**src/rtl/irq_controller.sv**
```systemverilog
// Memory-mapped interrupt controller: synchronizes device request lines, latches
// pending bits, applies a mask and answers CPU data-side reads with registered data.
module irq_controller #(
    parameter logic [17:0] BASE_ADDR = 18'h3FFF0,
    parameter int          N_IRQ     = 16
) (
    input  logic        clk,
    input  logic        rst_n,
    input  logic        clk_en,
    input  logic [15:0] irq_in,
    input  logic [3:0]  mem_we,
    input  logic [17:0] mem_write_addr,
    input  logic [31:0] mem_write_data,
    input  logic [17:0] mem_read1_addr,
    output logic [31:0] rd_data,
    output logic        rd_hit,
    output logic [15:0] interrupts
);

    localparam logic [15:0] IMPL = 16'((32'd1 << N_IRQ) - 32'd1);

    logic [15:0] sync1, sync2, prev;
    logic [15:0] pending, mask, mode;
    logic [15:0] set_evt, force_set, clr, lane_mask, wr_val;
    logic [17:0] wr_off, rd_off;
    logic        sel_pend, sel_mask, sel_mode, sel_force;
    logic [15:0] masked;
    logic        st_valid;
    logic [3:0]  st_idx;
    logic [31:0] rd_next;
    logic        unused_bits;

    // Upper byte lanes and data bits carry nothing for a 16-bit register file.
    assign unused_bits = ^{mem_write_data[31:16], mem_we[3:2]};

    assign wr_off    = mem_write_addr - BASE_ADDR;
    assign rd_off    = mem_read1_addr - BASE_ADDR;
    assign lane_mask = {{8{mem_we[1]}}, {8{mem_we[0]}}};
    assign wr_val    = mem_write_data[15:0] & lane_mask & IMPL;

    assign sel_pend  = clk_en && (wr_off == 18'd0);
    assign sel_mask  = clk_en && (wr_off == 18'd1);
    assign sel_mode  = clk_en && (wr_off == 18'd2);
    assign sel_force = clk_en && (wr_off == 18'd3);

    assign clr       = sel_pend  ? wr_val : 16'h0000;
    assign force_set = sel_force ? wr_val : 16'h0000;
    assign set_evt   = (mode & sync2 & ~prev) | (~mode & sync2);

    assign masked     = pending & mask;
    assign interrupts = masked;

    always_comb begin
        st_valid = |masked;
        st_idx   = 4'd0;
        for (int i = 15; i >= 0; i--) begin
            if (masked[i]) st_idx = 4'(i);
        end
    end

    always_comb begin
        rd_next = 32'h0;
        case (rd_off)
            18'd0:   rd_next = {16'h0000, pending};
            18'd1:   rd_next = {16'h0000, mask};
            18'd2:   rd_next = {16'h0000, mode};
            18'd4:   rd_next = {st_valid, 27'h0, st_idx};
            default: rd_next = 32'h0;
        endcase
    end

    always_ff @(posedge clk or negedge rst_n) begin
        if (!rst_n) begin
            sync1 <= 16'h0000;
            sync2 <= 16'h0000;
            prev  <= 16'h0000;
        end else begin
            sync1 <= irq_in & IMPL;
            sync2 <= sync1;
            prev  <= sync2;
        end
    end

    // Set terms are ORed after the clear so a same-cycle request always survives.
    always_ff @(posedge clk or negedge rst_n) begin
        if (!rst_n) begin
            pending <= 16'h0000;
            mask    <= 16'h0000;
            mode    <= 16'h0000;
        end else begin
            pending <= (set_evt | force_set | (pending & ~clr)) & IMPL;
            if (sel_mask) mask <= ((mask & ~lane_mask) | wr_val) & IMPL;
            if (sel_mode) mode <= ((mode & ~lane_mask) | wr_val) & IMPL;
        end
    end

    always_ff @(posedge clk or negedge rst_n) begin
        if (!rst_n) begin
            rd_data <= 32'h0;
            rd_hit  <= 1'b0;
        end else if (clk_en) begin
            rd_data <= rd_next;
            rd_hit  <= (rd_off < 18'd5);
        end
    end

endmodule

```
**config.mk**
```make
export PLATFORM = sky130hd
export DESIGN_NAME = irq_controller
export DESIGN_NICKNAME = d
export VERILOG_FILES = /design/src/rtl/irq_controller.sv
export SDC_FILE = /design/constraint.sdc
export NUM_CORES = 1
export LEC_CHECK = 0
export ABC_AREA = 1
export CORE_MARGIN = 2
export CORE_UTILIZATION = 54
export CTS_BUF_LIST = sky130_fd_sc_hd__clkbuf_2
export DETAILED_ROUTE_END_ITERATION = 8
export PLACE_DENSITY = 0.95
export RECOVER_POWER = 50
export SLEW_MARGIN = 30
export SYNTH_ARGS = -nofsm -noshare
export SYNTH_HDL_FRONTEND = slang
export SYNTH_SLANG_ARGS = --single-unit
```
**constraint.sdc**
```tcl
create_clock -name clk -period 2.55 [get_ports clk]
set_input_delay 0.3825 -clock clk [delete_from_list [all_inputs] [get_ports clk]]
set_output_delay 0.3825 -clock clk [all_outputs]
set_load 0.02 [all_outputs]
```
==> impl_metrics.ini <==
[final_layout]
final_common_cell = nand2_1
insertedDiodeCount = 0
fin_util_pct = 70.2
nets = 841
final_cell_mix = nand2_1, dfrtp_1, clkdlybuf4s50_1
num-fill-cells = 754
layout-drive-gt1-share_pct = 10.6
areaGrowthSynthToFinish_pct = 27.8

[sta]
maxSlewViolCount = 33
setup_violations = 0
post-route-period-util_pct = 91.1
rsz0062_at_grt = no
fmax_mhz = 430
setup_tns_ns = 0
hold_viol_final = 0
tightestPinTransition_ns = 1.92
finalClockSkew_ns = 0.0335
slew_headroom_pct = -28.1
fin_crit_ns = 2.32

[yosys]
synthXorXnorAreaFrac_pct = 0
synthMuxAreaShare_pct = 0
synth_cell_type_count = 37
yosysWarnings = 0
synthArstFlopShare_pct = 100
synth_edf_count = 0
postSynthAreaPerCell_um2 = 8.58
synth_top_family_by_area = simple AND/OR/NAND/NOR gates
synth-seq-cells = 114
synth_compound_area_share_pct = 7.22
synth-main-ff-cell = dfrtp_1
ys_seq_area_share_pct = 53.6
syn_inst = 620
netlist_area_um2 = 5320
yosys.area_share.simple_pct = 30.5
synth_fa_ha_area_share_pct = 0

[clock_tree]
clk_pin_slew_worst_paths_ns = 0.19
ctsHtreeMaxLevel = 4
cts_tree = built
cts_resized = 0
clock_sinks = 114
clock_path_buffers = 2
root_buffer = clkbuf_2
insertion_delay_ns = 0.68
cts_made_buffers = 17

[critical_path]
crit_chain = nand2_1, inv_1, clkdlybuf4s50_1
crit_buf_inv = 2
worst-r2r-setup-slack_ns = 0.97
startpoint = pending[2]
crit_fanout = 3
critPathCaptureType = output pin
cp-start-kind = flop
cpMaxStageDelayCell = clkdlybuf4s50_1
r2r_cells = 18
crit_type = flop to output pin
worstPathRequired_ns = 2.17
critPathMaxStageDelay_ns = 0.61
r2r-start = pending[15]
r2r-end = rd_data[0]
crit_family = buffers and inverters
arrival_ns = 1.94

[worst_hold_path]
whs_path_depth = 1
hold_path_class = input port to flop
worstHoldStart = irq_in[5]
whs_endpoint = sync1[5]

[route]
vias = 4821
drc_errors = 0
drt_iter0_drc = 334
vias_per_cell = 5.38
ant_nets = 0
wl_per_cell_um = 14.7
first_pass_iters = 6
wl_um = 13100

[grt]
grt_pass1_vias = 4561
grt_pass1_wl_um = 20900
grt_overflow = 0
track_usage_pct = 25.6
grt_max_degree = 51
antenna_found_initial = 0

[placement]
place.detailed.hpwl_um = 10100
port_buffers = 106
place_congestion = 0.881

[power_and_ir_drop]
ir_worst_vdd_mv = 0.406
p_leak_nw = 3.23
power_density_nw_per_um2 = 472

[outcome]
status = complete, but fails checks
violations = max-capacitance violations, max-slew violations

[die]
die_w_um = 103
rows = 36
start_util_pct = 54.9
fp.dieH_um = 103
core_area_um2 = 9680
ios = 140
die-area_um2 = 10700

[job]
cap_violations = 1
## synth_stat cells, types with 2 or more instances
cell | n | area share, %
nand2_1 | 191 | 13
dfrtp_1 | 114 | 54
nand3_1 | 56 | 5.3
inv_1 | 48 | 3.4
nand4_1 | 45 | 5.3
o21ai_1 | 31 | 2.9
nor2_1 | 29 | 2.0
o21ai_0 | 22 | 2.1
buf_4 | 18 | 2.5
buf_2 | 9 | 0.85
clkbuf_1 | 6 | 0.42
buf_6 | 5 | 1.1
nand3_2 | 5 | 0.94
nor3_1 | 5 | 0.47
nor4_1 | 4 | 0.47
o21ai_2 | 4 | 0.66
a21oi_1 | 3 | 0.28
a31oi_1 | 2 | 0.24
clkinv_1 | 2 | 0.14
inv_2 | 2 | 0.14
nor2_2 | 2 | 0.24
nor4_4 | 2 | 0.80
## what timing repair did
action,4_1_cts,5_1_grt
endpoints found under the hold margin,31,0
setup endpoints to repair,0,0
setup buffers,0,0
hold buffers,1,0
## cell families after synthesis
kind of cell / count (synthesis)
and+or+nand+nor: 347
DFF: 114
buffers and inverters: 90
AOI/OAI and AO/OA: 68
other: 1
## worst register-to-register path: stages (launching register included)
cell,delay (ns)
dfrtp_1,0.44
nand2_1,0.10
inv_1,0.09
nand2_1,0.05
nand2_1,0.05
nand2_1,0.05
nand2_1,0.05
nand2_1,0.05
nand2_1,0.06
nand2_1,0.06
nand2_1,0.06
nand2_1,0.05
nand2_1,0.05
nand2_1,0.05
nand2_1,0.06
nand2_1,0.05
nand2_1,0.06
nand2_1,0.05
a21oi_1,0.11
## metrics by stage
stage | instance area, µm² | instances | hold slack [ns] | total power (W) | setup slack (ns)
after floorplan | 5370 | 634 | 0.0869 | 0.00200 | 0.692
after CTS | 6800 | 896 | 0.0793 | 0.00323 | 0.212
after global routing | 6800 | 896 | 0.208 | 0.00334 | 0.0788
after detailed placement | 6590 | 863 | 0.335 | 0.00219 | -0.195
final | 6800 | 896 | 0.246 | 0.00321 | 0.226
after global placement | 6590 | 863 | 0.332 | 0.00218 | -0.0587
## area by class of cell
type,count,area [µm²],share of cell area (%)
flip-flops and latches,114,2850,42.0
multi-input cells,430,2060,30.4
well taps,133,166,2.45
inverters,52,195,2.87
repair buffers,135,1310,19.3
clock buffers,17,85.1,1.25
clock inverters,15,121,1.79
## worst max path at each step
stage | end | slack, ns | depth (start not counted)
floorplan | flop | 0.69 | 9
global placement | rd_data[14] | -0.06 | 14
detailed placement | rd_data[14] | -0.19 | 14
CTS | interrupts[2] | 0.21 | 3
global route | async pin | 0.08 | 3
finish | interrupts[2] | 0.23 | 3
## layer usage
layer / GRT usage, % / up-vias / share of wire (%)
met1: 34.3 / 2225 / 42
met5: 0 / - / 0
met3: 5.31 / 42 / 7.5
met2: 40.7 / 253 / 48
met4: 11.3 / 0 / 2.4
li1: - / 2301 / -
## report_power, final
group	internal [W]	switching, W	leakage, nW
Sequential	0.00185	0.0000143	1.40
Clock	0.000279	0.000772	0.123
Combinational	0.000133	0.000161	1.71
Note: power is estimated with default switching activity, not from simulation.
